**config.mk**
```make
export PLATFORM = sky130hd
export DESIGN_NAME = lif_spiking_pe_flat
export DESIGN_NICKNAME = d
export VERILOG_FILES = /design/src/rtl/lif_spiking_pe_if.sv /design/src/rtl/lif_spiking_pe.sv /design/src/flat_wrapper.sv
export SDC_FILE = /design/constraint.sdc
export NUM_CORES = 1
export LEC_CHECK = 0
export CAP_MARGIN = 20
export CORE_UTILIZATION = 66
export CTS_CLUSTER_DIAMETER = 150
export CTS_CLUSTER_SIZE = 24
export DETAILED_ROUTE_END_ITERATION = 8
export DONT_BUFFER_PORTS = 1
export PLACE_DENSITY_LB_ADDON = 0.2
export SLEW_MARGIN = 10
export SYNTH_ARGS = -nofsm -noshare
export SYNTH_HDL_FRONTEND = slang
export SYNTH_SLANG_ARGS = --single-unit
```
**constraint.sdc**
```tcl
create_clock -name clk -period 6.5 [get_ports clk]
set_clock_uncertainty 0.15 [all_clocks]
set_input_delay 0.65 -clock clk [delete_from_list [all_inputs] [get_ports clk]]
set_output_delay 0.65 -clock clk [all_outputs]
set_load 0.02 [all_outputs]
```
**src/rtl/lif_spiking_pe_if.sv**
```systemverilog
// Port bundle for one leaky integrate-and-fire PE: enable, west/north inputs,
// timestep strobe and threshold in; forwarded values, membrane and spike out.
interface lif_spiking_pe_if #(
    parameter int DATA_W = 16,
    parameter int ACC_W  = 24
);
    logic                     en;
    logic                     in_row;
    logic signed [DATA_W-1:0] in_col;
    logic                     step;
    logic signed [ACC_W-1:0]  thr;
    logic                     out_row;
    logic signed [DATA_W-1:0] out_col;
    logic                     out_step;
    logic signed [ACC_W-1:0]  out_data;
    logic                     out_spike;

    modport master (
        output en, in_row, in_col, step, thr,
        input  out_row, out_col, out_step, out_data, out_spike
    );

    modport slave (
        input  en, in_row, in_col, step, thr,
        output out_row, out_col, out_step, out_data, out_spike
    );
endinterface

```
**src/rtl/lif_spiking_pe.sv**
```systemverilog
// Leaky integrate-and-fire PE with saturating membrane and systolic forwarding.
// Optional refractory period after a spike is enabled by defining LIF_REFRACTORY_EN.
module lif_spiking_pe #(
    parameter int DATA_W       = 16,
    parameter int ACC_W        = 24,
    parameter int LEAK_SHIFT   = 4,
    parameter int RESET_MODE   = 0,
    parameter int REFRAC_STEPS = 2
) (
    input  logic             clk,
    input  logic             rst,
    lif_spiking_pe_if.slave  pe
);
    typedef enum logic [0:0] {ST_INTEG = 1'b0, ST_REFRAC = 1'b1} state_t;

    localparam int CNT_W = (REFRAC_STEPS > 32'sd0) ? $clog2(REFRAC_STEPS + 32'sd1) : 32'sd1;
`ifdef LIF_REFRACTORY_EN
    localparam bit REFRAC_ON = (REFRAC_STEPS > 32'sd0);
`else
    localparam bit REFRAC_ON = 1'b0;
`endif
    localparam logic [CNT_W-1:0]        CNT_LOAD = CNT_W'(REFRAC_STEPS);
    localparam logic [CNT_W-1:0]        CNT_ONE  = CNT_W'(32'd1);
    localparam logic signed [ACC_W+1:0] ACC_MAX  = {3'b000, {(ACC_W-1){1'b1}}};
    localparam logic signed [ACC_W+1:0] ACC_MIN  = {3'b111, {(ACC_W-1){1'b0}}};

    function automatic logic signed [ACC_W-1:0] sat_acc(input logic signed [ACC_W+1:0] v);
        logic signed [ACC_W-1:0] r;
        if (v > ACC_MAX) begin
            r = ACC_MAX[ACC_W-1:0];
        end else if (v < ACC_MIN) begin
            r = ACC_MIN[ACC_W-1:0];
        end else begin
            r = v[ACC_W-1:0];
        end
        return r;
    endfunction

    logic                     row_r;
    logic signed [DATA_W-1:0] col_r;
    logic                     step_r;
    logic signed [ACC_W-1:0]  mem_r;
    logic                     spike_r;
    state_t                   state_r;
    logic [CNT_W-1:0]         cnt_r;

    logic signed [ACC_W-1:0]  mem_nxt_s;
    logic                     spike_nxt_s;
    state_t                   state_nxt_s;
    logic [CNT_W-1:0]         cnt_nxt_s;

    logic signed [ACC_W+1:0]  weight_s;
    logic signed [ACC_W+1:0]  sum_wide_s;
    logic signed [ACC_W-1:0]  sum_s;
    logic signed [ACC_W+1:0]  diff_wide_s;
    logic signed [ACC_W-1:0]  leak_s;

    // Two guard bits keep both the weight add and the threshold subtract exact before clamping.
    assign weight_s    = pe.in_row ? {{(ACC_W+2-DATA_W){pe.in_col[DATA_W-1]}}, pe.in_col}
                                   : {(ACC_W+2){1'b0}};
    assign sum_wide_s  = {{2{mem_r[ACC_W-1]}}, mem_r} + weight_s;
    assign sum_s       = sat_acc(sum_wide_s);
    assign diff_wide_s = {{2{sum_s[ACC_W-1]}}, sum_s} - {{2{pe.thr[ACC_W-1]}}, pe.thr};
    assign leak_s      = sum_s - (sum_s >>> LEAK_SHIFT);

    // Next-state, membrane and spike decision for the current cycle.
    always_comb begin
        mem_nxt_s   = mem_r;
        spike_nxt_s = 1'b0;
        state_nxt_s = state_r;
        cnt_nxt_s   = cnt_r;
        if (pe.en) begin
            case (state_r)
                ST_INTEG: begin
                    if (!pe.step) begin
                        mem_nxt_s = sum_s;
                    end else if (sum_s >= $signed(pe.thr)) begin
                        spike_nxt_s = 1'b1;
                        if (RESET_MODE != 32'sd0) begin
                            mem_nxt_s = sat_acc(diff_wide_s);
                        end else begin
                            mem_nxt_s = {ACC_W{1'b0}};
                        end
                        if (REFRAC_ON) begin
                            state_nxt_s = ST_REFRAC;
                            cnt_nxt_s   = CNT_LOAD;
                        end else begin
                            state_nxt_s = ST_INTEG;
                        end
                    end else if (LEAK_SHIFT > 32'sd0) begin
                        mem_nxt_s = leak_s;
                    end else begin
                        mem_nxt_s = sum_s;
                    end
                end
                ST_REFRAC: begin
                    // Membrane is frozen; only timestep strobes advance the countdown.
                    if (pe.step) begin
                        cnt_nxt_s = cnt_r - CNT_ONE;
                        if (cnt_r == CNT_ONE) begin
                            state_nxt_s = ST_INTEG;
                        end else begin
                            state_nxt_s = ST_REFRAC;
                        end
                    end else begin
                        cnt_nxt_s = cnt_r;
                    end
                end
                default: begin
                    state_nxt_s = ST_INTEG;
                    cnt_nxt_s   = {CNT_W{1'b0}};
                end
            endcase
        end else begin
            mem_nxt_s = mem_r;
        end
    end

    // State register and refractory counter.
    always_ff @(posedge clk) begin
        if (rst) begin
            state_r <= ST_INTEG;
            cnt_r   <= {CNT_W{1'b0}};
        end else begin
            state_r <= state_nxt_s;
            cnt_r   <= cnt_nxt_s;
        end
    end

    // Forwarding registers, membrane and spike pulse.
    always_ff @(posedge clk) begin
        if (rst) begin
            row_r   <= 1'b0;
            col_r   <= {DATA_W{1'b0}};
            step_r  <= 1'b0;
            mem_r   <= {ACC_W{1'b0}};
            spike_r <= 1'b0;
        end else begin
            if (pe.en) begin
                row_r  <= pe.in_row;
                col_r  <= pe.in_col;
                step_r <= pe.step;
            end
            mem_r   <= mem_nxt_s;
            spike_r <= spike_nxt_s;
        end
    end

    assign pe.out_row   = row_r;
    assign pe.out_col   = col_r;
    assign pe.out_step  = step_r;
    assign pe.out_data  = mem_r;
    assign pe.out_spike = spike_r;

endmodule
```
**src/flat_wrapper.sv**
```systemverilog
// flat-port wrapper written by rule: the top's interface ports become plain ports
module lif_spiking_pe_flat 
#(
    parameter int DATA_W       = 16,
    parameter int ACC_W        = 24,
    parameter int LEAK_SHIFT   = 4,
    parameter int RESET_MODE   = 0,
    parameter int REFRAC_STEPS = 2
)
  (clk, rst, pe_en, pe_in_row, pe_in_col, pe_step, pe_thr, pe_out_row, pe_out_col, pe_out_step, pe_out_data, pe_out_spike);
  lif_spiking_pe_if #(.DATA_W(DATA_W), .ACC_W(ACC_W)) pe_i ();
  input  logic clk;
  input  logic rst;
  input wire logic [$bits(pe_i.en)-1:0] pe_en;
  input wire logic [$bits(pe_i.in_row)-1:0] pe_in_row;
  input wire logic [$bits(pe_i.in_col)-1:0] pe_in_col;
  input wire logic [$bits(pe_i.step)-1:0] pe_step;
  input wire logic [$bits(pe_i.thr)-1:0] pe_thr;
  output wire logic [$bits(pe_i.out_row)-1:0] pe_out_row;
  output wire logic [$bits(pe_i.out_col)-1:0] pe_out_col;
  output wire logic [$bits(pe_i.out_step)-1:0] pe_out_step;
  output wire logic [$bits(pe_i.out_data)-1:0] pe_out_data;
  output wire logic [$bits(pe_i.out_spike)-1:0] pe_out_spike;
  assign pe_i.en = pe_en;
  assign pe_i.in_row = pe_in_row;
  assign pe_i.in_col = pe_in_col;
  assign pe_i.step = pe_step;
  assign pe_i.thr = pe_thr;
  assign pe_out_row = pe_i.out_row;
  assign pe_out_col = pe_i.out_col;
  assign pe_out_step = pe_i.out_step;
  assign pe_out_data = pe_i.out_data;
  assign pe_out_spike = pe_i.out_spike;
  lif_spiking_pe #(.DATA_W(DATA_W), .ACC_W(ACC_W), .LEAK_SHIFT(LEAK_SHIFT), .RESET_MODE(RESET_MODE), .REFRAC_STEPS(REFRAC_STEPS)) u_core (.clk(clk), .rst(rst), .pe(pe_i));
endmodule
```
==> flow_summary.json, run 1 <==
{
  "ys_types": 81,
  "synthCells": 725,
  "power_density_mw_per_mm2": 329.5,
  "io_buffers": 0,
  "coreArea_mm2": 0.008175,
  "grt_use_met3": 0.05178,
  "hold_viol": 0,
  "die-area_mm2": 0.008784,
  "rsz0062_at_grt": "false",
  "drive_gt1_frac": 0.07203,
  "grt_overflow": 0,
  "post_cts.repair.setup_buffers": 0,
  "drcViolationCount": 0,
  "ys_ff_latch": 46,
  "grt_pass1_vias": 5266,
  "die_h_um": 93.73,
  "yosys-top-cells-area": "dfxtp_1 17%, ha_1 14%, a21oi_1 5.9%",
  "regArea_um2": 920.9,
  "grt_most_used_layer": "met2",
  "cts_tree": "built",
  "arrival_ns": 6.14,
  "ctsHoldBuffers": 0,
  "grt_max_degree": 39,
  "track_usage": 0.3689,
  "num_io_pins": 88,
  "vias_per_cell": 6.889,
  "htreeDepth": 2,
  "cts-resized-gates": 0,
  "timing.final.max_slew_violations": 0,
  "p_clk_frac": 0.122,
  "syn_to_final_growth_pct": 3.087,
  "period_needed_ns": 6.111,
  "setup_viol": 0,
  "synth.top_cell.area_share": 0.1658,
  "die_w_um": 93.73,
  "leakage_uw": 0.002670,
  "syn_area_per_cell_um2": 7.659,
  "seqPwrFrac": 0.217,
  "grt_use_met2": 0.6283,
  "rows": 33,
  "clock_path_buffers": 2,
  "cts_num_sinks": 46,
  "use_met1": 0.4690,
  "hp-class": "primary input to register",
  "vias": 5601,
  "synth_most_common_cell": "a21oi_1",
  "clk_pin_slew_worst_paths_ns": 0.10,
  "routed_wirelength_um": 16290,
  "status": "finished, final reports clean",
  "design_area_mm2": 0.005724,
  "dp_hpwl_um": 12640,
  "multi_input_area_mm2": 0.004292,
  "grt_pass1_wl_um": 25500,
  "ys_seq_area_frac": 0.1658,
  "cts_root_buf": "clkbuf_8",
  "max_slew_margin": 0.3942,
  "detail-route-antenna-nets": 0,
  "internal_power_uw": 951.4,
  "diodes": 0,
  "synth_edf_count": 0,
  "yosysWarnings": 0,
  "place.gp.congestion": 0.9463,
  "nFillCells": 724,
  "path_max_fanout": 11,
  "max_cap_violations": 0,
  "critPathKind": "register to register",
  "end_kind": "register",
  "postPlaceCellArea_mm2": 0.005598,
  "p_sw_frac": 0.4956,
  "start_util": 0.6792,
  "p_comb_frac": 0.661,
  "ir_worst_vdd_v": 0.0002314,
  "fin_nets": 818,
  "synth_ff_type": "dfxtp_1",
  "first_iter_violations": 400,
  "required_ns": 6.53,
  "first_pass_iters": 5,
  "clock_latency_ns": 0.31,
  "switchingPower_uw": 934.7,
  "syn_nets": 836,
  "timing.final.crit_share": 0.9402,
  "antenna_found_initial": 0,
  "cts_made_buffers": 5,
  "synth.largest_area_cell": "dfxtp_1",
  "finalSetupTns_ns": 0,
  "wl_per_cell_um": 20.03,
  "mappedNetlistArea_mm2": 0.005553,
  "async_flop_share": 0,
  "cp-start-kind": "register",
  "tightest_slew_ns": 0.9053,
  "max_freq_ghz": 0.1636,
  "synth_commonest_cells": "65 x a21oi_1, 64 x ha_1, 64 x nor2_1"
}
logic make-up (layout without fill, tap and decap cells):
group | after synthesis | count (layout) | share of synthesized area
simple gates | 212 | 212 | 0.1949
compound gates | 256 | 256 | 0.3173
fa+ha+maj | 66 | 66 | 0.1514
flops | 46 | 46 | 0.1658
buf+inv | 80 | 63 | 0.06286
xor+xnor | 43 | 43 | 0.06782
mux | 22 | 22 | 0.03988
sequential cells by signal (all words and copies together) (netlist names):
| register | flops |
|---|---|
| u_core.cnt_r | 2 |
| u_core.state_r | 1 |
| u_core.pe.out_spike | 1 |
| u_core.pe.out_col | 16 |
| u_core.pe.out_step | 1 |
| u_core.pe.out_row | 1 |
| u_core.pe.out_data | 24 |
stage by stage:
step | hold WS [ns] | instances | setup slack, ns | util | total power (uW)
final | 0.2612 | 813 | 0.3885 | 0.7002 | 1886
after floorplan | 0.2941 | 725 | 0.4412 | - | 1364
after CTS | 0.2495 | 813 | 0.4060 | 0.6991 | 1853
after global routing | 0.2447 | 813 | 0.07313 | 0.7002 | 2012
after global placement | 0.3085 | 805 | 0.3892 | 0.6847 | 1603
after detailed placement | 0.3163 | 805 | 0.2097 | 0.6847 | 1617
worst paths after layout:
kind | from | endpoint | slack (ns) | depth (start not counted)
worst max register to register | u_core.pe.out_data[4] | u_core.pe.out_data[22] | 0.39 | 22
worst max-delay path | u_core.pe.out_data[4] | u_core.pe.out_data[22] | 0.39 | 22
worst min register to register | u_core.state_r | u_core.state_r | 0.34 | 2
worst min-delay path | rst | u_core.pe.out_data[4] | 0.26 | 1
cell type report:
type                    instances  share of cell area
multi-input cells             599              0.7497
flip-flops and latches         46              0.1609
inverters                      40             0.02623
well taps                     105             0.02295
repair buffers                 15             0.01967
clock buffers                   5             0.01202
clock inverters                 3            0.008525
cell usage in the layout, fill, tap and decap left out, types with 6 or more instances in the layout:
cell      count
a21o_1       32
o21ai_1       7
ha_1         64
mux2i_1      21
nor3_1       10
xor2_1       15
nand3_1      16
inv_1        39
and2_1       17
a31oi_1      15
and3_1        6
a21oi_1      64
a211oi_1     11
nand4_1      12
xnor2_1      28
o22ai_1       6
a211o_1       8
nor2_1       64
nand2_1      39
o21a_1       13
buf_4        15
o21ai_0      41
nand2b_1      7
dfxtp_1      46
o211ai_1      9
or3_1         9
critical path, stage by stage (launching register included):
cell and delay, ns:
dfxtp_1 0.52, ha_1 0.36, and3_2 0.25, a221oi_2 0.38, o21ai_2 0.16, o41ai_4 0.35
a21o_1 0.20, o21ai_2 0.08, o211ai_4 0.37, nand2b_2 0.28, a21o_1 0.20, ha_1 0.18
inv_1 0.06, fa_1 0.40, a21o_1 0.20, a221o_1 0.36, o2111ai_1 0.37, nand3_1 0.20
a41oi_1 0.32, o21ai_0 0.17, xnor2_1 0.15, a22oi_1 0.17, o21ai_0 0.10
power groups by stage:
stage | sequential, uW | clock (uW) | combinational, uW
finish | 409 | 230 | 1250
CTS | 408 | 230 | 1210
floorplan | 380 | 0 | 984
global route | 414 | 240 | 1360
detailed placement | 415 | 0 | 1200
global placement | 413 | 0 | 1190
routing by layer:
layer  vias up  wire length (um)
met5         -                 0
met4         0               544
met3        51              1220
met2       268              7719
met1      2615              6801
li1       2667                 -
(Power assumes the default switching activity.)
==> run 2, diff against run 1 <==
--- a/config.mk
+++ b/config.mk
@@ -5,13 +5,13 @@
 export SDC_FILE = /design/constraint.sdc
 export NUM_CORES = 1
 export LEC_CHECK = 0
-export CAP_MARGIN = 20
+export CORE_MARGIN = 2
 export CORE_UTILIZATION = 66
 export CTS_CLUSTER_DIAMETER = 150
 export CTS_CLUSTER_SIZE = 24
 export DETAILED_ROUTE_END_ITERATION = 8
 export DONT_BUFFER_PORTS = 1
-export PLACE_DENSITY_LB_ADDON = 0.2
+export PLACE_DENSITY = 0.82
 export SLEW_MARGIN = 10
 export SYNTH_ARGS = -nofsm -noshare
 export SYNTH_HDL_FRONTEND = slang
==> flow_summary.json, run 2 (synthesized netlist as in run 1, its figures left out) <==
{
  "status": "finished, final reports clean",
  "critPathKind": "primary input to register",
  "fin_nets": 831,
  "diodes": 0,
  "first_pass_iters": 5,
  "hp-class": "primary input to register",
  "final_common_cell": "a21oi_1",
  "grt_pass1_vias": 5364,
  "power_density_mw_per_mm2": 321.9,
  "critPathTopFamily": "compound AO/OA/AOI/OAI gates",
  "timing.final.max_slew_violations": 0,
  "wl_per_cell_um": 20.08,
  "crit_buf_inv": 1,
  "final_cell_mix": "65 x a21oi_1, 64 x nor2_1, 64 x ha_1",
  "clock_latency_ns": 0.30,
  "cts_tree": "built",
  "leakage_uw": 0.002728,
  "vias": 5768,
  "dp_hpwl_um": 12990,
  "switchingPower_uw": 945.4,
  "design_area_mm2": 0.005832,
  "setup_viol": 0,
  "crit_path_frequent_cell": "ha_1",
  "start_util": 0.6792,
  "grt_max_degree": 39,
  "largest_reg_flops": 24,
  "seqPwrFrac": 0.220,
  "cp-start-kind": "primary input",
  "topRoutingLayerUsed": "met4",
  "drcViolationCount": 0,
  "cp_slowest_cell": "or2_2",
  "p_sw_frac": 0.5035,
  "end_kind": "register",
  "drive_gt1_frac": 0.09015,
  "antenna_found_initial": 0,
  "track_usage": 0.3562,
  "tightest_slew_ns": 0.7849,
  "hold_ws_ns": 0.2696,
  "die_h_um": 95.73,
  "io_buffers": 0,
  "hold_viol": 0,
  "multi_input_area_mm2": 0.004305,
  "routed_wirelength_um": 16590,
  "regArea_um2": 922.1,
  "die-area_mm2": 0.009163,
  "die_w_um": 95.73,
  "timing.final.crit_share": 0.9570,
  "first_iter_violations": 583,
  "internal_power_uw": 932.1,
  "rows": 33,
  "clk_pin_slew_worst_paths_ns": 0.09,
  "grt_pass1_wl_um": 25770,
  "grt_overflow": 0,
  "nFillCells": 660,
  "cts_root_buf": "clkbuf_8",
  "coreArea_mm2": 0.008175,
  "critPathMaxStageDelay_ns": 0.49,
  "num_io_pins": 88,
  "clock_path_buffers": 2,
  "htreeDepth": 2,
  "p_clk_frac": 0.095,
  "path_max_fanout": 20,
  "routed-wl-met3_um": 1428,
  "place.gp.congestion": 0.9699,
  "p_comb_frac": 0.685,
  "arrival_ns": 6.28,
  "required_ns": 6.56,
  "crit_chain": "and2_1 -> ha_1 -> fa_1 -> nand3_1 -> a21oi_1 -> o211ai_1 -> a211oi_2 -> a2111oi_1 -> nor3_1 -> or2_2 -> buf_4 -> nand2_1 -> ha_1 -> a21o_1 -> a31o_1 -> or3b_1 -> a41o_1 -> a2111oi_4 -> o41ai_1 -> xor2_1 -> a221oi_2 -> a211oi_1",
  "cts_made_buffers": 5,
  "max_freq_ghz": 0.1608,
  "max_slew_margin": 0.4748,
  "ctsHoldBuffers": 0,
  "ir_worst_vdd_v": 0.0002121,
  "max_cap_violations": 0,
  "dr_wl_met2_um": 7775,
  "wirelength_met1_um": 6649,
  "period_needed_ns": 6.221,
  "postPlaceCellArea_mm2": 0.005690,
  "detail-route-antenna-nets": 0,
  "vias_per_cell": 6.983,
  "cts_num_sinks": 46,
  "syn_to_final_growth_pct": 5.025
}
[run 2: cell types whose count changed in the layout (fill, tap and decap cells not counted), moves of 2 or more]
cell	change
buf_4	+11
a211oi_1	-2
a211oi_2	+2
buf_12	+2
clkinv_2	+2
[run 2: timing repair]
action                     in CTS  in global routing
setup endpoints to repair       0                 21
gates resized for setup         0                  6
buffers inserted                0                  4
[run 2: final timing paths]
kind	from	to	slack, ns	depth (start not counted)
worst max register to register	u_core.pe.out_data[4]	u_core.pe.out_data[21]	0.29	20
worst min register to register	u_core.state_r	u_core.state_r	0.35	2
worst max-delay path	pe_in_row	u_core.pe.out_data[21]	0.28	22
worst min-delay path	rst	u_core.pe.out_data[23]	0.27	1
[run 2: area by class of cell]
| cell class | instances | share of cell area |
|---|---|---|
| clock buffer | 5 | 0.01180 |
| clock inverter | 3 | 0.003218 |
| inverter | 40 | 0.02575 |
| multi-input combinational | 599 | 0.7383 |
| sequential | 46 | 0.1581 |
| tap | 105 | 0.02253 |
| timing repair buffer | 28 | 0.04033 |
[run 2: metrics by stage]
stage	util	cells	TNS (ns)	worst slack [ns]	power, uW
finish	0.7133	826	0	0.2795	1878
global route	0.7133	826	-0.03156	-0.02873	2010
CTS	0.7068	822	0	0.3105	1837
detailed placement	0.6961	814	0	0.06665	1656
global placement	0.6961	814	0	0.2086	1626
floorplan	-	725	0	0.4412	1364
[run 2: per-layer routing]
layer  GRT usage  vias to the layer above
met1      0.4615                     2710
met2      0.5897                      306
met3     0.05560                       66
li1            -                     2686
met4      0.1464                        0
met5           0                        -
[run 2: power by group through the flow]
stage          combinational, uW  clock (uW)  sequential (uW)
2_1_floorplan                984           0              380
3_3_place_gp                1210           0              415
3_5_place_dp                1240           0              417
4_1_cts                     1250         177              410
5_1_grt                     1400         188              417
6_report                    1290         179              412
